`src/rtl/int_pkg.sv`:
```
// int_pkg: shared constants, FSM encoding and counter sizing for ext_int_dispatcher.
package int_pkg;
  localparam int NUM_EXT_INT = 4;
  typedef enum logic [1:0] {IDLE, ASSERT, WAIT_ACK, GAP} state_t;
  function automatic int to_w(input int n);
    return (n < 2) ? 1 : $clog2(n + 1);
  endfunction
endpackage

```
`src/rtl/int_src_counter.sv`:
```
// int_src_counter: per-source input register, rising-edge detect and saturating pending counter.
module int_src_counter #(
  parameter int CNT_W = 2
) (
  input  logic clk,
  input  logic reset,
  input  logic src_irq,
  input  logic grant,
  input  logic ovf_clr,
  output logic pending,
  output logic ovf
);
  logic src_q, src_p, ev, sat;
  logic [CNT_W-1:0] cnt;
  assign ev = src_q & ~src_p;
  assign sat = &cnt;
  assign pending = |cnt;
  // an event that coincides with a grant is absorbed, so it is never dropped
  always_ff @(posedge clk or negedge reset)
    if (!reset) begin
      src_q <= 1'b0;
      src_p <= 1'b0;
      cnt <= '0;
      ovf <= 1'b0;
    end else begin
      src_q <= src_irq;
      src_p <= src_q;
      cnt <= (ev && !grant && !sat) ? cnt + 1'b1 : (grant && !ev) ? cnt - 1'b1 : cnt;
      ovf <= (ev && sat && !grant) | (ovf & ~ovf_clr);
    end
endmodule

```
`src/rtl/ext_int_dispatcher.sv`:
```
// ext_int_dispatcher: counts peripheral IRQ edges and issues one ext_intN pulse at a time,
// holding off until the CPU acknowledges with a reti edge or the ack timeout expires.
module ext_int_dispatcher
  import int_pkg::*;
#(
  parameter int PULSE_LEN = 2,
  parameter int GAP_LEN = 2,
  parameter int ACK_TIMEOUT = 1024,
  parameter int CNT_W = 2
) (
  input  logic                   clk,
  input  logic                   reset,
  input  logic [NUM_EXT_INT-1:0] src_irq,
  input  logic [NUM_EXT_INT-1:0] irq_mask,
  input  logic                   reti,
  input  logic                   ovf_clr,
  output logic                   ext_int1,
  output logic                   ext_int2,
  output logic                   ext_int3,
  output logic                   ext_int4,
  output logic [NUM_EXT_INT-1:0] pending,
  output logic                   busy,
  output logic [NUM_EXT_INT-1:0] ovf,
  output logic                   timeout_err
);
  localparam int SW = $clog2(NUM_EXT_INT);
  localparam int LONGEST = (ACK_TIMEOUT > PULSE_LEN && ACK_TIMEOUT > GAP_LEN) ? ACK_TIMEOUT :
                           (PULSE_LEN > GAP_LEN) ? PULSE_LEN : GAP_LEN;
  localparam int CW = to_w(LONGEST);
  localparam logic [CW-1:0] P_END = CW'(PULSE_LEN - 1);
  localparam logic [CW-1:0] G_END = CW'(GAP_LEN - 1);
  localparam logic [CW-1:0] T_END = CW'(ACK_TIMEOUT - 1);
  state_t state, state_n;
  logic [CW-1:0] cnt, cnt_n;
  logic [SW-1:0] sel, win;
  logic [NUM_EXT_INT-1:0] elig, grant, ext_v;
  logic reti_q, reti_p, reti_ev, to_hit;
  for (genvar i = 0; i < NUM_EXT_INT; i++) begin : g_src
    int_src_counter #(.CNT_W(CNT_W)) u_src (
      .clk(clk),
      .reset(reset),
      .src_irq(src_irq[i]),
      .grant(grant[i]),
      .ovf_clr(ovf_clr),
      .pending(pending[i]),
      .ovf(ovf[i])
    );
  end
  assign elig = pending & irq_mask;
  assign reti_ev = reti_q & ~reti_p;
  // lowest index wins: scan from the top so the last hit is the smallest
  always_comb begin
    win = '0;
    for (int i = NUM_EXT_INT - 1; i >= 0; i--) win = elig[i] ? SW'(i) : win;
  end
  assign grant = (state == IDLE && |elig) ? NUM_EXT_INT'(1) << win : '0;
  always_ff @(posedge clk or negedge reset)
    if (!reset) begin
      state <= IDLE;
      cnt <= '0;
      sel <= '0;
      reti_q <= 1'b0;
      reti_p <= 1'b0;
      timeout_err <= 1'b0;
    end else begin
      state <= state_n;
      cnt <= cnt_n;
      sel <= (state == IDLE) ? win : sel;
      reti_q <= reti;
      reti_p <= reti_q;
      timeout_err <= to_hit | (timeout_err & ~ovf_clr);
    end
  always_comb begin
    state_n = state;
    cnt_n = '0;
    to_hit = 1'b0;
    case (state)
      IDLE: state_n = |elig ? ASSERT : IDLE;
      ASSERT: begin
        state_n = (cnt == P_END) ? WAIT_ACK : ASSERT;
        cnt_n = (cnt == P_END) ? '0 : cnt + 1'b1;
      end
      WAIT_ACK: begin
        to_hit = !reti_ev && ACK_TIMEOUT != 0 && cnt == T_END;
        state_n = (reti_ev || to_hit) ? GAP : WAIT_ACK;
        cnt_n = (reti_ev || to_hit || ACK_TIMEOUT == 0) ? '0 : cnt + 1'b1;
      end
      default: begin
        state_n = (cnt == G_END) ? IDLE : GAP;
        cnt_n = (cnt == G_END) ? '0 : cnt + 1'b1;
      end
    endcase
  end
  always_comb begin
    ext_v = (state == ASSERT) ? NUM_EXT_INT'(1) << sel : '0;
    busy = state != IDLE;
  end
  assign ext_int1 = ext_v[0];
  assign ext_int2 = ext_v[1];
  assign ext_int3 = ext_v[2];
  assign ext_int4 = ext_v[3];
endmodule

```
`config.mk`:
```
export PLATFORM = sky130hd
export DESIGN_NAME = ext_int_dispatcher
export DESIGN_NICKNAME = d
export VERILOG_FILES = /design/src/rtl/int_pkg.sv /design/src/rtl/int_src_counter.sv /design/src/rtl/ext_int_dispatcher.sv
export SDC_FILE = /design/constraint.sdc
export NUM_CORES = 1
export LEC_CHECK = 0
export CAP_MARGIN = 20
export CELL_PAD_IN_SITES_DETAIL_PLACEMENT = 0
export CELL_PAD_IN_SITES_GLOBAL_PLACEMENT = 1
export CORE_ASPECT_RATIO = 1.25
export CORE_UTILIZATION = 42
export DETAILED_ROUTE_END_ITERATION = 7
export PLACE_DENSITY = 0.75
export SLEW_MARGIN = 20
export SYNTH_ARGS = -nofsm -noshare
export SYNTH_HDL_FRONTEND = slang
export SYNTH_SLANG_ARGS = --single-unit
```
`constraint.sdc`:
```
create_clock -name clk -period 2.2 [get_ports clk]
set_input_delay 0.22 -clock clk [delete_from_list [all_inputs] [get_ports clk]]
set_output_delay 0.22 -clock clk [all_outputs]
set_load 0.01 [all_outputs]
```
# Yosys cells after proc, flatten, opt, wreduce, memory -nomap -nowiden
# Cells that the tools add are included.
[classes] add_sub_neg=9 n_mul=0 div=0 n_lt_le_gt_ge=0 n_eq_ne=4 shifts=2 n_mux=23 bitwise=22 n_reduce_logical=51
[op_table] operator="2-bit two-way mux" n=14
[op_table] operator="1-bit logical AND" n=22
[op_table] operator="11-bit two-way mux" n=2
[op_table] operator="11-bit case mux with 2 select lines" n=1
[op_table] operator="1-bit logical NOT" n=13
[op_table] operator="11-bit by 1-bit adder with 11-bit output (second input constant)" n=1
[op_table] operator="11-bit by 1-bit == test with 1-bit output (second input constant)" n=1
[op_table] operator="11-bit by 10-bit == test with 1-bit output (second input constant)" n=1
[op_table] operator="1-bit AND" n=10
[op_table] operator="2-bit nonzero test" n=5
[op_table] operator="2-bit by 1-bit adder with 2-bit output (second input constant)" n=4
[op_table] operator="4-bit two-way mux" n=2
[op_table] operator="2-bit AND reduction" n=4
[op_table] operator="2-bit OR reduction" n=4
[op_table] operator="1-bit by 2-bit << shifter with 4-bit output (first input constant)" n=2
[op_table] operator="2-bit by 1-bit subtractor with 2-bit output (second input constant)" n=4
[op_table] operator="1-bit inverter" n=6
[op_table] operator="2-bit case mux with 3 select lines" n=1
[op_table] operator="1-bit bitwise OR" n=5
[op_table] operator="4-bit AND" n=1
[op_table] operator="4-bit OR reduction" n=1
[op_table] operator="1-bit two-way mux" n=3
[op_table] operator="2-bit by 1-bit == test with 1-bit output (second input constant)" n=1
[op_table] operator="2-bit == test (second input constant)" n=1
[op_table] operator="2 further kinds" n=2
[totals] regBits=38 latchBits=0 ram_bits=0 mem_bits_ro=0 output_inout_bits=14 word_cells=133 memories=0

# Longest topological paths before layout
# Gate-level depths: netlist (run 1).
[depth] depth_word=12 depth_mapped=7 ltp_nobuf=6

# By module
# A second synthesis (run 1) with hierarchy kept.
[unflattened] cells_unflattened=174 area_unflattened_um2=1803.0
[by_module_without_submodules] module="ext_int_dispatcher" instances=1 cells_each=94 area_each_um2=942.2 seq_area_each_um2=450.4
[by_module_without_submodules] module="int_src_counter" instances=4 cells_each=20 area_each_um2=215.2 seq_area_each_um2=125.1

# Least setup slack after synthesis (run 1)
# No wires, ideal clock.
[synth_path] path_type="reg2reg" start="reg cnt[1]" end="reg cnt[5]" arrival_time_ns=1.709 path_slack_ns=0.372 path_stages_with_launch=8 n_path_buf=1 period_less_slack_ns=1.828 path_cell_list="dfrtp_1 -> inv_1 -> ha_1 -> or4b_4 -> o41ai_4 -> o31a_1 -> buf_6 -> nor2_1"
[synth_between] elab_chain_cells=5 word_cells_on_any_way=8 cone_classes="1 x add/sub; 2 x eq/ne; 3 x mux; 2 x reduce/logical"
[synth_lines] item="start, declared" line_no="ext_int_dispatcher.sv:34" source="logic [CW-1:0] cnt, cnt_n;"
[synth_lines] item="start signal, assigned" line_no="ext_int_dispatcher.sv:67" source="cnt <= cnt_n;"
[synth_lines] item="branches (longest 4 deep; another with 11-bit by 1-bit adder with 11-bit output)"
[synth_lines] item="11-bit case mux with 2 select lines (*)" line_no="ext_int_dispatcher.sv:77" source="case (state)"
[synth_lines] item="via cnt_n[5]" line_no="ext_int_dispatcher.sv:34"
# Mark *: on every way through the listed nets, which the timed path passes.
# A chain may end at the register's enable or synchronous reset.

# Worst setup path after layout (run 1)
[layout_path] start="reg state[0]" end="out busy"
[layout_between] elab_chain_cells=1
[layout_lines] item="start, declared" line_no="ext_int_dispatcher.sv:33" source="state_t state, state_n;"
[layout_lines] item="start signal, assigned" line_no="ext_int_dispatcher.sv:66" source="state <= state_n;"
[layout_lines] item="2-bit nonzero test" line_no="ext_int_dispatcher.sv:96" source="busy = state != IDLE;"
[layout_lines] item="end, declared" line_no="ext_int_dispatcher.sv:22" source="output logic busy,"
# Every way passes these cells.

==> summary.md, run 1 <==
| Metric | Value |
|---|---|
| Maximum vdd ir drop | `0.430 mV` |
| RSZ-0062 raised after global routing | `false` |
| Tightest Pin Transition | `0.852 ns` |
| Chip width | `62.1 um` |
| Final setup vio count | `0` |
| # DRC | `0` |
| Max cap viols | `0` |
| Leading cell type in the layout, fill and taps excluded | `dfrtp_1` |
| Initial core utilization | `45.1%` |
| P_int | `1440 uW` |
| Outcome | `completed` |
| Worst-path fanout max | `8` |
| Post-Route WL | `3.75 mm` |
| Buf+Inv Stages, Crit Path | `2` |
| Port bufs | `25` |
| Reg clk slew, reported paths | `0.07 ns` |
| Sequential-to-total area share from yosys stat | `50.2%` |
| Ant diodes | `0` |
| Area of the multi-input gates | `807 um^2` |
| Critical Path Slowest Stage Cell | `clkdlybuf4s50_1` |
| Max incr delay on CP | `0.51 ns` |
| Vias | `1424` |
| CTS tree | `yes` |
| WS Path Type | `flop to output port` |
| Final HPWL DP | `2.83 mm` |
| Worst path cell trace | `nor2_1, inv_1, clkdlybuf4s50_1` |
| Clk sink count | `38` |
| Layout area overhead | `18.1%` |
| DRT Pass-1 Iters | `4` |
| TritonCTS Buffers | `5` |
| Worst skew pair latency | `0.28 ns` |
| Worst EP arrival | `1.85 ns` |
| Initial antenna violation count | `0` |
| Routed Antenna Nets | `0` |
| CORE AREA | `0.00420 mm^2` |
| Proportion of layout cells with a drive suffix above 1 | `9.81%` |
| Skew final | `0.00457 ns` |
| Clk buf depth | `2` |
| Die area | `0.00478 mm^2` |
| Max Transition Viols Final | `0` |
| Switching pwr | `764 uW` |
| Total GRT Usage | `17.9%` |
| Mapped Area | `0.00189 mm^2` |
| CP startpoint kind | `flop` |
| Crit path max-delay family | `buffers and inverters` |
| Hold-fix buffers, CTS | `0` |
| Netlist cell types | `46` |
| Drt wl/cell | `13.9 um` |
| Fin crit share | `94.2%` |
| Critical Path End Type | `output port` |
| Combinational fraction of design power | `33.2%` |
| Cell count after synthesis | `189` |
| Tmin final | `2.07 ns` |
| Vias in the first global route | `1406` |
| Yosys reg bits | `38` |
| Tot Pwr | `2200 uW` |
| GRT Residual Overflow | `0` |
| Clock power frac | `21.9%` |
| Most frequent cells in the layout | `dfrtp_1, clkdlybuf4s50_1, nor2_1` |
| Gpl congestion | `0.782` |
| First-pass GRT wire length | `6.29 mm` |
| P_leak | `0.000932 uW` |
| Worst slew margin | `43.2%` |
| Switching Share | `34.7%` |
| H-tree depth | `2` |
| Post-synth EDFFs | `0` |
| Setup TNS | `0 ns` |
| Dpl cells | `262` |
| Vias per inst | `5.27` |
| Worst EP required | `1.98 ns` |
| Final-report hold violation count | `0` |
| Root Driver | `clkbuf_8` |
| Filler cells | `382` |
| I/O pin total | `26` |
| F_max | `483 MHz` |
| Synth Flop Type | `dfrtp_1` |
| PD cells | `984 mW/mm^2` |
| Syn avg cell area | `10.0 um^2` |
| Layout Nets | `227` |
| Share of flip-flops with an asynchronous set or reset | `100%` |
| Site Rows | `26` |
| Post-CTS Setup Repair Bufs | `0` |
| Synth Net Count | `203` |
| Pin count of the biggest net entering global routing | `39` |
| Hold Crit Class | `primary input to async pin` |
| Die height | `77.1 um` |
| Sequential cell area | `951 um^2` |
| Iteration-0 DRC Markers | `78` |
| Ys Warns | `0` |
| Non-filler instance count after layout | `270` |
| Sequential power share | `44.9%` |
-- timing repair --
action,in CTS,in global routing
resized for setup,0,1
setup endpoints to repair,0,9
hold endpoints to repair,0,0
-- worst paths after layout --
path	startpoint	to	slack (ns)	cells past startpoint
hold / removal	reset	g_src[3].u_src.ovf$_DFF_PN0_	0.04	1
max in group asynchronous	reset	cnt[0]$_DFF_PN0_	1.62	1
setup reg to reg	cnt[1]$_DFF_PN0_	cnt[8]$_DFF_PN0_	0.21	6
min in group clk	src_irq[0]	g_src[0].u_src.src_q$_DFF_PN0_	0.37	1
setup / recovery	state[0]$_DFF_PN0_	busy	0.13	3
hold reg to reg	g_src[3].u_src.src_q$_DFF_PN0_	g_src[3].u_src.src_p$_DFF_PN0_	0.38	0
-- layout make-up --
type                       count  area share, %
clock inverter                 1          0.224
multi-input combinational    127           36.1
timing repair buffer          28           12.0
tap                           56           3.13
sequential                    38           42.5
clock buffer                   7           3.86
inverter                      13           2.18
-- flip-flops by register name, indices dropped and copies added, names as in the netlist, 2 cells and up --
signal / cells
cnt: 11
g_src.u_src.cnt: 8
g_src.u_src.ovf: 4
g_src.u_src.src_p: 4
g_src.u_src.src_q: 4
sel: 2
state: 2
-- Yosys cell counts (all sizes together) (2+ instances only) --
cell | instances | area [um^2]
nor3 | 5 | 25.0
ha | 2 | 25.0
nand3 | 6 | 30.0
nor4 | 4 | 25.0
nor4b | 3 | 26.3
or2 | 2 | 12.5
nand2 | 15 | 56.3
nor2 | 18 | 67.6
and2 | 3 | 18.8
xor2 | 2 | 17.5
buf | 11 | 87.6
a21oi | 6 | 30.0
xnor2 | 8 | 70.1
or3b | 2 | 17.5
dfrtp | 38 | 951
inv | 13 | 48.8
a31o | 2 | 17.5
nand2b | 4 | 25.0
nor2b | 4 | 25.0
o21ai | 13 | 65.1
nand4 | 6 | 37.5
-- metrics by stage --
stage	utilization, %	area, um^2	hold WS (ns)	setup slack [ns]
2_1_floorplan	-	1890	-0.0756	0.372
3_3_place_gp	51.1	2140	0.355	0.189
3_5_place_dp	51.1	2140	0.370	0.0901
4_1_cts	53.2	2230	0.0753	0.0800
5_1_grt	53.3	2240	0.100	0.0100
6_report	53.3	2240	0.0357	0.128
-- power by group through the flow --
stage	clock, uW	sequential [uW]	combinational (uW)
4_1_cts	502	985	735
5_1_grt	537	1010	817
2_1_floorplan	0	941	591
6_report	482	988	730
3_3_place_gp	0	986	700
3_5_place_dp	0	998	734
-- layer usage --
layer	global-route usage, %	share of wire (%)
met4	7.78	2.1
met1	19.2	40
met2	31.1	54
met3	4.72	3.1
met5	0	0
-- worst reg2reg max path, stage by stage, from the launching register on --
cell and delay, ns:
dfrtp_1 0.41, inv_1 0.07, ha_1 0.12, or4b_4 0.46, o41ai_4 0.39, o31a_2 0.34
nor2_1 0.08
-- cell families (layout without fill, tap and decap cells) --
| group | after synthesis | count (layout) | share of synthesized area (%) |
|---|---|---|---|
| flops | 38 | 38 | 50.2 |
| compound gates | 38 | 38 | 14.9 |
| xor+xnor | 10 | 10 | 4.63 |
| buf+inv | 24 | 49 | 7.20 |
| simple gates | 77 | 77 | 21.7 |
| fa+ha+maj | 2 | 2 | 1.32 |
No activity file was read; power rests on OpenSTA's default activity.
==> run 2, diff against run 1 <==
SKIP_LAST_GASP = 1   (was default)
==> results of run 2 <==
No change in the layout: final DEF, timing and power equal those of run 1.
==> run 3, diff against run 2 <==
SLEW_MARGIN = 40   (was 20)
==> run 3 against run 2 <==
Compared with the run above:
- non-clock buffer count is 1 higher
- maximum frequency hardly changed
- clock power about the same
- combinational power about the same
- utilization up 0.30 points
- die area unchanged
- first-iteration DRC count up 33%
- critical path depth is the same
- largest power group unchanged
==> summary.md, run 3 (synthesis gave the netlist of run 1 again) <==
| Metric | Value |
|---|---|
| Tightest Pin Transition | `0.572 ns (was 0.852 ns)` |
| Hold Crit Class | `primary input to flop (was primary input to async pin)` |
| Clk buf depth | `2 (unchanged)` |
| Gpl congestion | `0.782 (unchanged)` |
| Worst skew pair latency | `0.28 ns (about the same)` |
| R2R depth | `6 (unchanged)` |
| Placed instance area | `0.00214 mm^2 (unchanged)` |
| Post-CTS Setup Repair Bufs | `0 (unchanged)` |
| Worst-path fanout max | `8 (unchanged)` |
| Drt wl/cell | `13.9 um (about the same)` |
| Critical Path Slowest Stage Cell | `clkdlybuf4s50_1 (unchanged)` |
| Layout area overhead | `18.8% (was 18.1%)` |
| Outcome | `completed (unchanged)` |
| Clk sink count | `38 (unchanged)` |
| Worst reg2reg startpoint | `cnt[1]$_DFF_PN0_ (unchanged)` |
| Pin count of the biggest net entering global routing | `39 (unchanged)` |
| Most frequent cells in the layout | `dfrtp_1, clkdlybuf4s50_1, nor2_1 (unchanged)` |
| Worst Hold Launch | `src_irq[0]` |
| Worst EP required | `1.98 ns (about the same)` |
| Vias | `1423 (was 1424)` |
| Fin crit share | `94.2% (about the same)` |
| Worst slew margin | `61.6% (was 43.2%)` |
| Site Rows | `26 (unchanged)` |
| CP startpoint kind | `flop (unchanged)` |
| Layout Utilization | `53.6% (was 53.3%)` |
| H-tree depth | `2 (unchanged)` |
| Maximum vdd ir drop | `0.430 mV (about the same)` |
| Die area | `0.00478 mm^2 (unchanged)` |
| RSZ-0062 raised after global routing | `false (unchanged)` |
| Final setup vio count | `0 (unchanged)` |
| F_max | `482 MHz (was 483 MHz)` |
| TritonCTS Buffers | `5 (unchanged)` |
| Layout Nets | `228 (was 227)` |
| Routed Antenna Nets | `0 (unchanged)` |
| Initial antenna violation count | `0 (unchanged)` |
| First-pass GRT wire length | `6.29 mm (unchanged)` |
| Tmin final | `2.07 ns (about the same)` |
| WS Path Type | `flop to output port (unchanged)` |
| Post-Route WL | `3.76 mm (was 3.75 mm)` |
| I/O pin total | `26 (unchanged)` |
| Total GRT Usage | `17.9% (unchanged)` |
| Max incr delay on CP | `0.51 ns (about the same)` |
| Critical Path End Type | `output port (unchanged)` |
| Die height | `77.1 um (unchanged)` |
| Hold Path Sink | `g_src[0].u_src.src_q$_DFF_PN0_` |
| Post-route cell area | `0.00225 mm^2 (was 0.00224 mm^2)` |
| CORE AREA | `0.00420 mm^2 (unchanged)` |
| Reg-to-Reg End | `cnt[8]$_DFF_PN0_ (unchanged)` |
| Max reg flops | `11 (unchanged)` |
| Port bufs | `25 (unchanged)` |
| Root Driver | `clkbuf_8 (unchanged)` |
| Vias in the first global route | `1406 (unchanged)` |
| Vias per inst | `5.25 (was 5.27)` |
| Initial core utilization | `45.1% (unchanged)` |
| Max Transition Viols Final | `0 (unchanged)` |
| PD cells | `980 mW/mm^2 (was 984 mW/mm^2)` |
| Iteration-0 DRC Markers | `104 (was 78)` |
| GRT Residual Overflow | `0 (unchanged)` |
| Max cap viols | `0 (unchanged)` |
| Leading cell type in the layout, fill and taps excluded | `dfrtp_1 (unchanged)` |
| Final HPWL DP | `2.83 mm (unchanged)` |
| Tot Pwr | `2200 uW (about the same)` |
| # DRC | `0 (unchanged)` |
| Final-report hold violation count | `0 (unchanged)` |
| Min-Delay Path Depth | `1` |
| Worst path cell trace | `nor2_1, inv_1, clkdlybuf4s50_1 (unchanged)` |
| Setup TNS | `0 ns (unchanged)` |
| Proportion of layout cells with a drive suffix above 1 | `9.77% (was 9.81%)` |
| Worst EP arrival | `1.85 ns (about the same)` |
| Ant diodes | `0 (unchanged)` |
| Reg clk slew, reported paths | `0.07 ns (about the same)` |
| Top Registers | `cnt x11, g_src.u_src.cnt x8 (unchanged)` |
| Reg2reg setup slack | `0.21 ns (about the same)` |
| CTS tree | `yes (unchanged)` |
| Top reg by flops | `cnt (unchanged)` |
| P_leak | `0.000937 uW (was 0.000932 uW)` |
| Chip width | `62.1 um (unchanged)` |
| DRT Pass-1 Iters | `4 (unchanged)` |
| Skew final | `0.00453 ns (was 0.00457 ns)` |
-- run 3: critical path, delay by kind of cell (launching register included) --
family	cells	cell delay [ns]
simple gates	1	0.39
flops	1	0.49
buf+inv	2	0.69
-- run 3: how the worst max path moves through the flow --
stage | start | cells past startpoint | slack, ns | to
finish | state[0]$_DFF_PN0_ | 3 | 0.13 | busy
floorplan | cnt[1]$_DFF_PN0_ | 7 | 0.37 | cnt[5]$_DFF_PN0_
global placement | cnt[1]$_DFF_PN0_ | 6 | 0.19 | cnt[6]$_DFF_PN0_
detailed placement | cnt[1]$_DFF_PN0_ | 6 | 0.09 | cnt[8]$_DFF_PN0_
global route | state[1]$_DFF_PN0_ | 3 | 0.01 | busy
CTS | cnt[1]$_DFF_PN0_ | 6 | 0.08 | cnt[8]$_DFF_PN0_
-- run 3: stage by stage --
step / instances / setup slack (ns) / hold WS, ns
after floorplan: 189 / 0.372 / -0.0756
after global placement: 262 / 0.189 / 0.355
after detailed placement: 262 / 0.0901 / 0.370
after CTS: 270 / 0.0800 / 0.0753
after global routing: 271 / 0.0100 / 0.357
final: 271 / 0.127 / 0.372
-- run 3: area by class of cell --
class	instances	area (um^2)
Multi-Input combinational cell	127	807
Sequential cell	38	951
Inverter	13	48.8
Tap cell	56	70.1
Clock inverter	1	5.00
Fill cell	381	1950
Timing Repair Buffer	29	280
Clock buffer	7	86.3
-- run 3: layer usage --
layer	global-route usage [%]	wire length (um)	vias up
met2	31.1	2040	23
met3	4.72	111	8
met5	0	0	-
met1	19.2	1540	682
met4	7.78	77	0
li1	-	-	710
-- run 3: power by group --
part           switching, uW  internal [uW]
clock                    231            253
sequential               169            819
combinational            366            366
total                    766           1440
-- run 3: what timing repair did --
item | 4_1_cts | 5_1_grt
gates resized for setup | 0 | 1
hold buffers | 0 | 1
endpoints found under the hold margin | 0 | 38
endpoints found under the setup margin | 0 | 9
